[src/rtl/icc_pkg.sv]
// icc_pkg: shared constants and types for the SPARC icc producer.
// Optional explicit icc write is enabled by ICC_WRPSR_EN.
package icc_pkg;

  localparam logic [1:0] ICC_LOGIC = 2'b00;
  localparam logic [1:0] ICC_ADD   = 2'b01;
  localparam logic [1:0] ICC_SUB   = 2'b10;
  localparam logic [1:0] ICC_NONE  = 2'b11;

  localparam int ICC_N = 3;
  localparam int ICC_Z = 2;
  localparam int ICC_V = 1;
  localparam int ICC_C = 0;

  typedef struct packed {
    logic        a31;
    logic        b31;
    logic [31:0] res;
    logic [1:0]  cls;
  } icc_pend_t;

endpackage

[src/rtl/icc_flag_unit_if.sv]
// icc_flag_unit_if: ALU-side inputs and registered icc outputs.
// wr_en/wr_data exist only when ICC_WRPSR_EN is defined.
interface icc_flag_unit_if;

  logic        set_cc;
  logic [1:0]  op_class;
  logic [31:0] a_in;
  logic [31:0] b_in;
  logic [31:0] result;
  logic        stall;
`ifdef ICC_WRPSR_EN
  logic        wr_en;
  logic [3:0]  wr_data;
`endif
  logic        N_flag;
  logic        Z_flag;
  logic        V_flag;
  logic        C_flag;
  logic        icc_busy;

  modport master (
`ifdef ICC_WRPSR_EN
    output wr_en, wr_data,
`endif
    output set_cc, op_class, a_in, b_in,
    output result, stall,
    input  N_flag, Z_flag, V_flag, C_flag,
    input  icc_busy
  );

  modport slave (
`ifdef ICC_WRPSR_EN
    input  wr_en, wr_data,
`endif
    input  set_cc, op_class, a_in, b_in,
    input  result, stall,
    output N_flag, Z_flag, V_flag, C_flag,
    output icc_busy
  );

endinterface

[src/rtl/icc_flag_calc.sv]
// icc_flag_calc: combinational {N,Z,V,C} from sign bits,
// result and op class.
module icc_flag_calc
  import icc_pkg::*;
(
  input  logic        a31_i,
  input  logic        b31_i,
  input  logic [31:0] res_i,
  input  logic [1:0]  cls_i,
  output logic [3:0]  flags_o
);

  logic r31;
  assign r31 = res_i[31];

  always_comb begin
    flags_o        = '0;
    flags_o[ICC_N] = r31;
    flags_o[ICC_Z] = ~|res_i;
    unique case (cls_i)
      ICC_ADD: begin
        flags_o[ICC_V] = (a31_i & b31_i & ~r31)
                       | (~a31_i & ~b31_i & r31);
        flags_o[ICC_C] = (a31_i & b31_i)
                       | ((a31_i | b31_i) & ~r31);
      end
      ICC_SUB: begin
        flags_o[ICC_V] = (a31_i & ~b31_i & ~r31)
                       | (~a31_i & b31_i & r31);
        // C is the borrow out of a - b
        flags_o[ICC_C] = (~a31_i & b31_i)
                       | ((~a31_i | b31_i) & r31);
      end
      default: begin
        flags_o[ICC_V] = 1'b0;
        flags_o[ICC_C] = 1'b0;
      end
    endcase
  end

endmodule

[src/rtl/icc_flag_unit.sv]
// icc_flag_unit: one-entry pending stage plus registered icc.
// ICC_WRPSR_EN adds an explicit write that overrides a commit.
module icc_flag_unit
  import icc_pkg::*;
(
  input  logic            clk,
  input  logic            reset,
  icc_flag_unit_if.slave  bus
);

  icc_pend_t  pend_q, pend_d;
  logic       pv_q, pv_d;
  logic [3:0] icc_q, icc_d;
  logic [3:0] calc_flags;
  logic       capture, commit;
  logic       wr_hit;
  logic [3:0] wr_val;

  // Only the sign bits of the operands feed the flag rules
  logic unused_ops;
  assign unused_ops = ^{bus.a_in[30:0], bus.b_in[30:0]};

`ifdef ICC_WRPSR_EN
  assign wr_hit = bus.wr_en & ~bus.stall;
  assign wr_val = bus.wr_data;
`else
  assign wr_hit = 1'b0;
  assign wr_val = 4'b0000;
`endif

  assign capture = bus.set_cc & ~bus.stall
                 & (bus.op_class != ICC_NONE);
  assign commit  = pv_q & ~bus.stall;

  icc_flag_calc u_calc (
    .a31_i   (pend_q.a31),
    .b31_i   (pend_q.b31),
    .res_i   (pend_q.res),
    .cls_i   (pend_q.cls),
    .flags_o (calc_flags)
  );

  always_comb begin
    pend_d = pend_q;
    pv_d   = pv_q & bus.stall;
    icc_d  = icc_q;
    if (capture) begin
      pend_d.a31 = bus.a_in[31];
      pend_d.b31 = bus.b_in[31];
      pend_d.res = bus.result;
      pend_d.cls = bus.op_class;
      pv_d       = 1'b1;
    end
    unique case (1'b1)
      wr_hit:  icc_d = wr_val;
      commit:  icc_d = calc_flags;
      default: icc_d = icc_q;
    endcase
  end

  always_ff @(posedge clk or posedge reset) begin
    if (reset) begin
      pend_q <= '0;
      pv_q   <= 1'b0;
      icc_q  <= 4'b0000;
    end else begin
      pend_q <= pend_d;
      pv_q   <= pv_d;
      icc_q  <= icc_d;
    end
  end

  assign bus.N_flag   = icc_q[ICC_N];
  assign bus.Z_flag   = icc_q[ICC_Z];
  assign bus.V_flag   = icc_q[ICC_V];
  assign bus.C_flag   = icc_q[ICC_C];
  assign bus.icc_busy = pv_q;

endmodule

[src/flat_wrapper.sv]
// flat-port wrapper written by rule: the top's interface ports become plain ports
module icc_flag_unit_flat import icc_pkg::*;
  (clk, reset, bus_set_cc, bus_op_class, bus_a_in, bus_b_in, bus_result, bus_stall, bus_N_flag, bus_Z_flag, bus_V_flag, bus_C_flag, bus_icc_busy);
  icc_flag_unit_if bus_i ();
  input  logic clk;
  input  logic reset;
  input wire logic [$bits(bus_i.set_cc)-1:0] bus_set_cc;
  input wire logic [$bits(bus_i.op_class)-1:0] bus_op_class;
  input wire logic [$bits(bus_i.a_in)-1:0] bus_a_in;
  input wire logic [$bits(bus_i.b_in)-1:0] bus_b_in;
  input wire logic [$bits(bus_i.result)-1:0] bus_result;
  input wire logic [$bits(bus_i.stall)-1:0] bus_stall;
  output wire logic [$bits(bus_i.N_flag)-1:0] bus_N_flag;
  output wire logic [$bits(bus_i.Z_flag)-1:0] bus_Z_flag;
  output wire logic [$bits(bus_i.V_flag)-1:0] bus_V_flag;
  output wire logic [$bits(bus_i.C_flag)-1:0] bus_C_flag;
  output wire logic [$bits(bus_i.icc_busy)-1:0] bus_icc_busy;
  assign bus_i.set_cc = bus_set_cc;
  assign bus_i.op_class = bus_op_class;
  assign bus_i.a_in = bus_a_in;
  assign bus_i.b_in = bus_b_in;
  assign bus_i.result = bus_result;
  assign bus_i.stall = bus_stall;
  assign bus_N_flag = bus_i.N_flag;
  assign bus_Z_flag = bus_i.Z_flag;
  assign bus_V_flag = bus_i.V_flag;
  assign bus_C_flag = bus_i.C_flag;
  assign bus_icc_busy = bus_i.icc_busy;
  icc_flag_unit u_core (.clk(clk), .reset(reset), .bus(bus_i));
endmodule
[config.mk]
export PLATFORM = sky130hd
export DESIGN_NAME = icc_flag_unit_flat
export DESIGN_NICKNAME = d
export VERILOG_FILES = /design/src/rtl/icc_pkg.sv /design/src/rtl/icc_flag_unit_if.sv /design/src/rtl/icc_flag_calc.sv /design/src/rtl/icc_flag_unit.sv /design/src/flat_wrapper.sv
export SDC_FILE = /design/constraint.sdc
export NUM_CORES = 1
export LEC_CHECK = 0
export CORE_UTILIZATION = 25
export CTS_CLUSTER_SIZE = 40
export DETAILED_ROUTE_END_ITERATION = 16
export SYNTH_ARGS = -nofsm -noshare
export SYNTH_HDL_FRONTEND = slang
export SYNTH_HIERARCHICAL = 1
export SYNTH_SLANG_ARGS = --single-unit
export TNS_END_PERCENT = 20
[constraint.sdc]
create_clock -name clk -period 3.2 [get_ports clk]
set_input_delay 0.48 -clock clk [delete_from_list [all_inputs] [get_ports clk]]
set_output_delay 0.48 -clock clk [all_outputs]
set_load 0.05 [all_outputs]
; ---- Word-level counts from Yosys, hierarchy flattened
; Index checks and enable logic that the tools add are counted.
[totals]
register_bits = 41
input_bits = 102
out_inout_bits = 5
word_cells = 37
[op_classes]
eq_ne = 3
n_mux = 2
bitwise_logic = 24
reduce_logical = 2
[ops]
columns = cell, count
row1 = $reduce_or A32 Y1, 1
row2 = $and A1 B1 Y1, 14
row3 = $or A1 B1 Y1, 6
row4 = $not A1 Y1, 4
row5 = $pmux W2 S2, 1
row6 = $eq A2 B1 Y1 const B, 1
row7 = $eq A2 B2 Y1 const B, 1
row8 = $ne A2 B2 Y1 const B, 1
row9 = $logic_not A1 Y1, 1
row10 = $mux W1, 1

; ---- Longest topological paths before layout
; Gate-level depths: netlist of run 1.
[depth]
word_depth = 5
depth_mapped = 6
depth_no_buf = 6

; ---- Hierarchy
; Netlist of run 1, hierarchy kept.
[by_module_without_submodules]
columns = module, n_inst, cells_each, area_per_inst_um2, seq_area_each_um2
row1 = icc_flag_unit, 1, 93, 1702.9, 1026.0
row2 = icc_flag_calc, 1, 30, 230.2, 0.0

; ---- Worst setup path after synthesis of run 1
; OpenSTA, ideal clock, no wires.
[synth_path]
path_type = input to register
startpoint = in bus_stall
endpoint = reg u_core/pend_q[14] (netlist name)
setup_ns = 0.125
arrival_time_ns = 1.335
t_required_ns = 3.075
slack_ns = 1.739
cell_stages = 5
n_path_buf = 2
cell_sequence = nand2b_4 -> a21o_1 -> buf_6 -> buf_12 -> mux2_4
[synth_via]
elab_chain_cells = 3
[synth_rtl]
columns = item, line
row1 = start: declaration, flat_wrapper.sv:12  ; input wire logic [$bits(bus_i.stall)-1:0] bus_stall;
row2 = $not A1 Y1, icc_flag_unit.sv:31  ; assign capture = bus.set_cc & ~bus.stall
row3 = $and A1 B1 Y1, icc_flag_unit.sv:31
row4 = $and A1 B1 Y1, icc_flag_unit.sv:32  ; & (bus.op_class != ICC_NONE);
row5 = end signal: assignment, icc_flag_unit.sv:67  ; pend_q <= pend_d;
row6 = end: declaration, icc_flag_unit.sv:11  ; icc_pend_t pend_q, pend_d;
; No other way between the ends.
; A chain may end at the register's enable or synchronous reset.

; ---- Final worst setup path of run 1
[layout_path]
startpoint = in bus_stall
endpoint = reg u_core/pend_q[31] (netlist name)
; Same word-level chain as after synthesis.

==> metrics.yaml, run 1 <==
run_status: "completed"
clk_pin_slew_ps: 80
synth.area.top_cells: "dfrtp_1 (53%), mux2_4 (23%), mux2_2 (5.2%)"
die_w_microns: 89.9
cts_tree: "done"
synth-xor-area-share_pct: 0
internal-power_w: 0.00106
port-buffer-count: 44
max-slew-margin-rel_pct: 36.9
clock-sinks: 41
first_global_vias: 1135
fillCellCount: 728
endpoint_required_time_on_the_critical_path_ps: 3370
synth_edf_count: 0
clk_root_buffer_cell: "clkbuf_8"
antenna_found_initial: 0
synth_ff_type: "dfrtp_1"
worstSkewPairLatency_ps: 280
grt_pass1_wl_mm: 5.76
comb_power_share_pct: 22.3
synth-compound-area-share_pct: 2.91
synthCells: 123
grt_max_degree: 27
tritoncts.num_buffers: 5
critPathMaxFanout: 18
synth-async-reset-ratio_pct: 100
die_height_microns: 89.9
yosysWarningCount: 6
cts_max_level: 2
dieArea_sq_um: 8090
post-synth-top-area-cell: "dfrtp_1"
grt.overflow.total: 0
timing.critical_path.arrival_ps: 2250
startpoint_type: "primary input"
synth.lib_cells_used.distinct: 28
yosysMostFrequentCell: "dfrtp_1"
synthToLayoutAreaGrowth_pct: 32.0
worstMarginPinSlew_ps: 941
fmax_mhz: 482
net_load_switching_power_w: 0.000359
final_net_count: 274
vias: 1087
synth-simple-area-share_pct: 9.19
ys_ff_latch: 41
min_period_ps: 2080
rsz_0062_raised_after_global_routing: "no"
synth.top_cell.area_share_pct: 53.1
gr-usage-all-layers_pct: 9.19
synthesis.nets: 227
post-cts-setup-buffer-count: 0
overall_power_w: 0.00142
avgViaCountPerCell: 4.03
floorplan.rows: 31
ioPinCount: 107
dominant_combinational_cell_family_by_area_after_synthesis: "multiplexers"
post_synth_instance_area_sq_um: 1930
drt_first_pass_iters: 3
yosys.area_share.adder_pct: 1.29
buffer_levels_on_the_longest_clock_path: 2
final-hold-violation-count: 0
wl_mm: 3.47
fp.coreArea_sq_um: 7370
pwr-share-seq_pct: 47.8
classification_of_the_worst_slack_hold_path: "reg2reg"
final.setup.tns_ps: 0
critPathCaptureType: "flip-flop"
post-route-drc-count: 0
place_congestion: 0.652
worst_ir_drop_vdd_mv: 0.203
antenna_cells: 0
drive_above_1_share_pct: 32.7
post_synth_mux_area_share_pct: 28.3
total_of_max_cap_violations: 0
fin_worst_skew_ps: 4.65
synthesis.area_per_instance_sq_um: 15.7
worst-setup-path-type: "in2reg"
layout_worst_path_cycle_share_pct: 64.9
drt_iter0_markers: 38
final-max-slew-violation-count: 0
post_cts_resize_count: 0
wl_per_cell_microns: 12.9
synth_seq_area_share_pct: 53.1
hpwl_mm: 2.50
start_util_pct: 26.2
pwr-share-clk_pct: 29.8
power.static_leakage_nw: 1.14
final-setup-viol-count: 0
pwr_per_cell_area_nw_per_um2: 558
cts_hold_repair.buffers: 0
drt.antenna.violating_nets: 0
swShare_pct: 25.2
synthTopCellsByCount: "dfrtp_1 (41), mux2_4 (29), mux2_2 (9), nor4_1 (6), nor2_1 (4)"
## cell families after synthesis
group,Yosys count
buf+inv,9
simple gates,24
flops,41
fa+ha+maj,2
mux,39
compound gates,8
## layout make-up
cell class / count / area, sq um / share of cell area, %
clock inverters: 1 / 30.0 / 1.18
multi-input cells: 73 / 807 / 31.6
clock buffers: 7 / 86.3 / 3.38
inverters: 3 / 11.3 / 0.441
repair buffers: 46 / 468 / 18.3
flip-flops and latches: 41 / 1030 / 40.2
well taps: 99 / 124 / 4.85
## power by group through the flow
stage	Clock, W	Sequential (W)	Combinational [W]
final	0.000425	0.000681	0.000318
after global routing	0.000467	0.000695	0.000343
after CTS	0.000445	0.000681	0.000323
after detailed placement	0	0.000691	0.000322
after global placement	0	0.000688	0.000317
after floorplan	0	0.000707	0.000204
## flip-flops by register name, indices dropped and copies added (netlist names)
name	flops
u_core/bus.icc_busy	1
u_core/icc_q	4
u_core/pend_q	36
## critical path, stage by stage
cell and delay [ps]:
clkdlybuf4s50_1 500, nand2b_4 160, a21o_2 480, buf_12 260, mux2_2 350
## cells in the final DEF (no fill, tap or decap), types with 2 or more instances in the layout
cell / netlist / routed
nand2_1: 2 / 2
mux2_2: 9 / 9
o22a_2: 2 / 2
dfrtp_1: 41 / 41
inv_1: 3 / 2
ha_1: 2 / 2
nand4_1: 2 / 2
clkbuf_8: 0 / 6
nor2_1: 4 / 4
a21oi_1: 2 / 2
nor4_1: 6 / 6
clkdlybuf4s50_1: 0 / 44
mux2_4: 29 / 29
## per-stage QoR
stage | setup WS (ps) | utilization (%) | area, sq um | instances | hold slack, ps
after CTS | 1120 | 34.6 | 2550 | 270 | 514
after global routing | 1060 | 34.6 | 2550 | 270 | 534
after global placement | 814 | 33.1 | 2440 | 262 | 487
after detailed placement | 805 | 33.1 | 2440 | 262 | 493
final | 1120 | 34.6 | 2550 | 270 | 510
after floorplan | 1740 | - | 1930 | 123 | 480
## final timing paths
| check | from | endpoint | slack, ps | depth (start not counted) |
|---|---|---|---|---|
| setup / recovery | bus_stall | u_core/pend_q[31] | 1120 | 5 |
| hold / removal | u_core/bus.icc_busy | u_core/bus.icc_busy | 510 | 2 |
| setup reg to reg | u_core/pend_q[0] | u_core/icc_q[1] | 1780 | 5 |
| hold reg to reg | u_core/bus.icc_busy | u_core/bus.icc_busy | 510 | 2 |
| max in group asynchronous | reset | u_core/pend_q[18] | 1930 | 3 |
| min in group asynchronous | reset | u_core/pend_q[15] | 590 | 2 |
## per-layer routing
layer	vias up	wire (microns)	GRT usage, %	part of all wire (%)
met5	-	0	0	0
met4	0	19	2.42	0.55
met3	2	206	3.30	5.9
met2	30	1540	13.5	44
met1	520	1710	12.8	49
li1	535	-	-	-
Note: power is estimated with default switching activity, not from simulation.
==> run 2, diff against run 1 <==
- clock period: 3.2 -> 2.1 ns (I/O delays scaled with it)
==> metrics.yaml, run 2 (synthesized netlist as in run 1, its figures left out) <==
run_status: "completed"
cts_tree: "done"
max-slew-margin-rel_pct: 56.3
endpoint_required_time_on_the_critical_path_ps: 1780
min_period_ps: 1760
grt_pass1_wl_mm: 5.80
worstSkewPairLatency_ps: 290
most_common_cell_after_layout_fill_and_taps_aside: "clkdlybuf4s50_1"
classification_of_the_worst_slack_hold_path: "in2async"
clock-sinks: 41
grt_max_degree: 26
place_congestion: 0.608
cts_max_level: 2
avgViaCountPerCell: 4.08
grt.overflow.total: 0
wl_per_cell_microns: 13.0
hpwl_mm: 2.57
cpLargestDelayFamily: "buffers and inverters"
pwr_per_cell_area_nw_per_um2: 843
dieArea_sq_um: 8090
cts_hold_repair.buffers: 0
power.static_leakage_nw: 1.16
buffer_levels_on_the_longest_clock_path: 2
clk_root_buffer_cell: "clkbuf_8"
synthToLayoutAreaGrowth_pct: 33.7
vias: 1105
gr-usage-all-layers_pct: 9.26
largest_register_ff_count: 36
die_w_microns: 89.9
post-route-drc-count: 0
register_containing_the_most_flip_flops_in_the_final_layout: "u_core/pend_q"
final.setup.tns_ps: 0
post-cts-setup-buffer-count: 0
port-buffer-count: 44
fillCellCount: 736
clk_pin_slew_ps: 80
ioPinCount: 107
critPathCaptureType: "output port"
path_cells: "clkdlybuf4s50_1"
drt_iter0_markers: 35
cp.buffers_inverters: 1
worstMarginPinSlew_ps: 651
drive_above_1_share_pct: 33.1
start_util_pct: 26.2
drt.antenna.violating_nets: 0
total_of_max_cap_violations: 0
die_height_microns: 89.9
final_net_count: 275
critPathMaxFanout: 2
rsz_0062_raised_after_global_routing: "no"
fmax_mhz: 568
floorplan.rows: 31
final-setup-viol-count: 0
final-max-slew-violation-count: 0
fin_worst_skew_ps: 8.26
antenna_cells: 0
first_global_vias: 1152
layout_worst_path_cycle_share_pct: 83.9
slowest_delay_ps: 800
final-seq-area_sq_um: 1030
worst-setup-path-type: "reg2out"
commonest_non_fill_non_tap_cells_in_the_layout: "clkdlybuf4s50_1 (44), dfrtp_1 (41), mux2_4 (29), mux2_2 (9)"
antenna_found_initial: 0
timing.critical_path.arrival_ps: 1450
worst_slack_ps: 339
post_cts_resize_count: 0
worst_ir_drop_vdd_mv: 0.303
final-hold-violation-count: 0
wl_mm: 3.53
cpMaxStageDelayCell: "clkdlybuf4s50_1"
tritoncts.num_buffers: 5
multi_input_area_sq_um: 807
worst_slack_at_placement_ps: 264
fp.coreArea_sq_um: 7370
startpoint_type: "flip-flop"
drt_first_pass_iters: 2
run 2: cell types whose count changed in the layout (fill, tap and decap cells not counted):
cell,previous run,this run
buf_12,1,3
buf_4,1,0
run 2: final cells by class:
cell class / instances / area share, %
Sequential cell: 41 / 39.7
Multi-Input combinational cell: 73 / 31.2
Timing Repair Buffer: 47 / 19.4
Tap cell: 99 / 4.79
Clock buffer: 7 / 3.34
Clock inverter: 1 / 1.16
Inverter: 3 / 0.436
run 2: worst register-to-register path: cells and delay by family (launching register included):
kind            cells  cell delay, ps
flops               1             400
mux                 1             260
fa+ha+maj           1             250
compound gates      2             230
simple gates        1             190
run 2: where the power goes:
| part | total (W) | internal (W) | leakage (nW) | switching (W) |
|---|---|---|---|---|
| combinational | 0.000492 | 0.000312 | 0.611 | 0.000181 |
| clock | 0.000648 | 0.000388 | 0.0585 | 0.000261 |
| sequential | 0.00104 | 0.000929 | 0.490 | 0.000108 |
| total | 0.00218 | 0.00163 | 1.16 | 0.000549 |
run 2: layer usage:
layer	routed length, microns	share of wire [%]	track usage [%]	vias to the layer above
li1	-	-	-	539
met1	1750	50	13.1	535
met2	1560	44	13.1	29
met3	192	5.4	3.38	2
met4	19	0.54	2.82	0
met5	0	0	0	-
run 2: path summary, 6_finish.rpt:
path	startpoint	end	slack, ps	cells past startpoint
worst min register to register	u_core/bus.icc_busy	u_core/bus.icc_busy	500	2
max in group asynchronous	reset	u_core/pend_q[15]	1250	3
worst max-delay path	u_core/icc_q[1]	bus_V_flag	340	1
worst min-delay path	reset	u_core/pend_q[32]	350	2
min in group clk	u_core/bus.icc_busy	u_core/bus.icc_busy	500	2
worst max register to register	u_core/pend_q[0]	u_core/icc_q[1]	670	5
run 2: through the flow:
step | power [W] | hold slack (ps) | std cells | util (%) | area, sq um
after floorplan | 0.00139 | 428 | 123 | - | 1930
after global placement | 0.00154 | 485 | 263 | 33.5 | 2470
after detailed placement | 0.00155 | 487 | 263 | 33.5 | 2470
after CTS | 0.00222 | 358 | 271 | 35.1 | 2580
after global routing | 0.00231 | 377 | 271 | 35.1 | 2580
final | 0.00218 | 345 | 271 | 35.1 | 2580
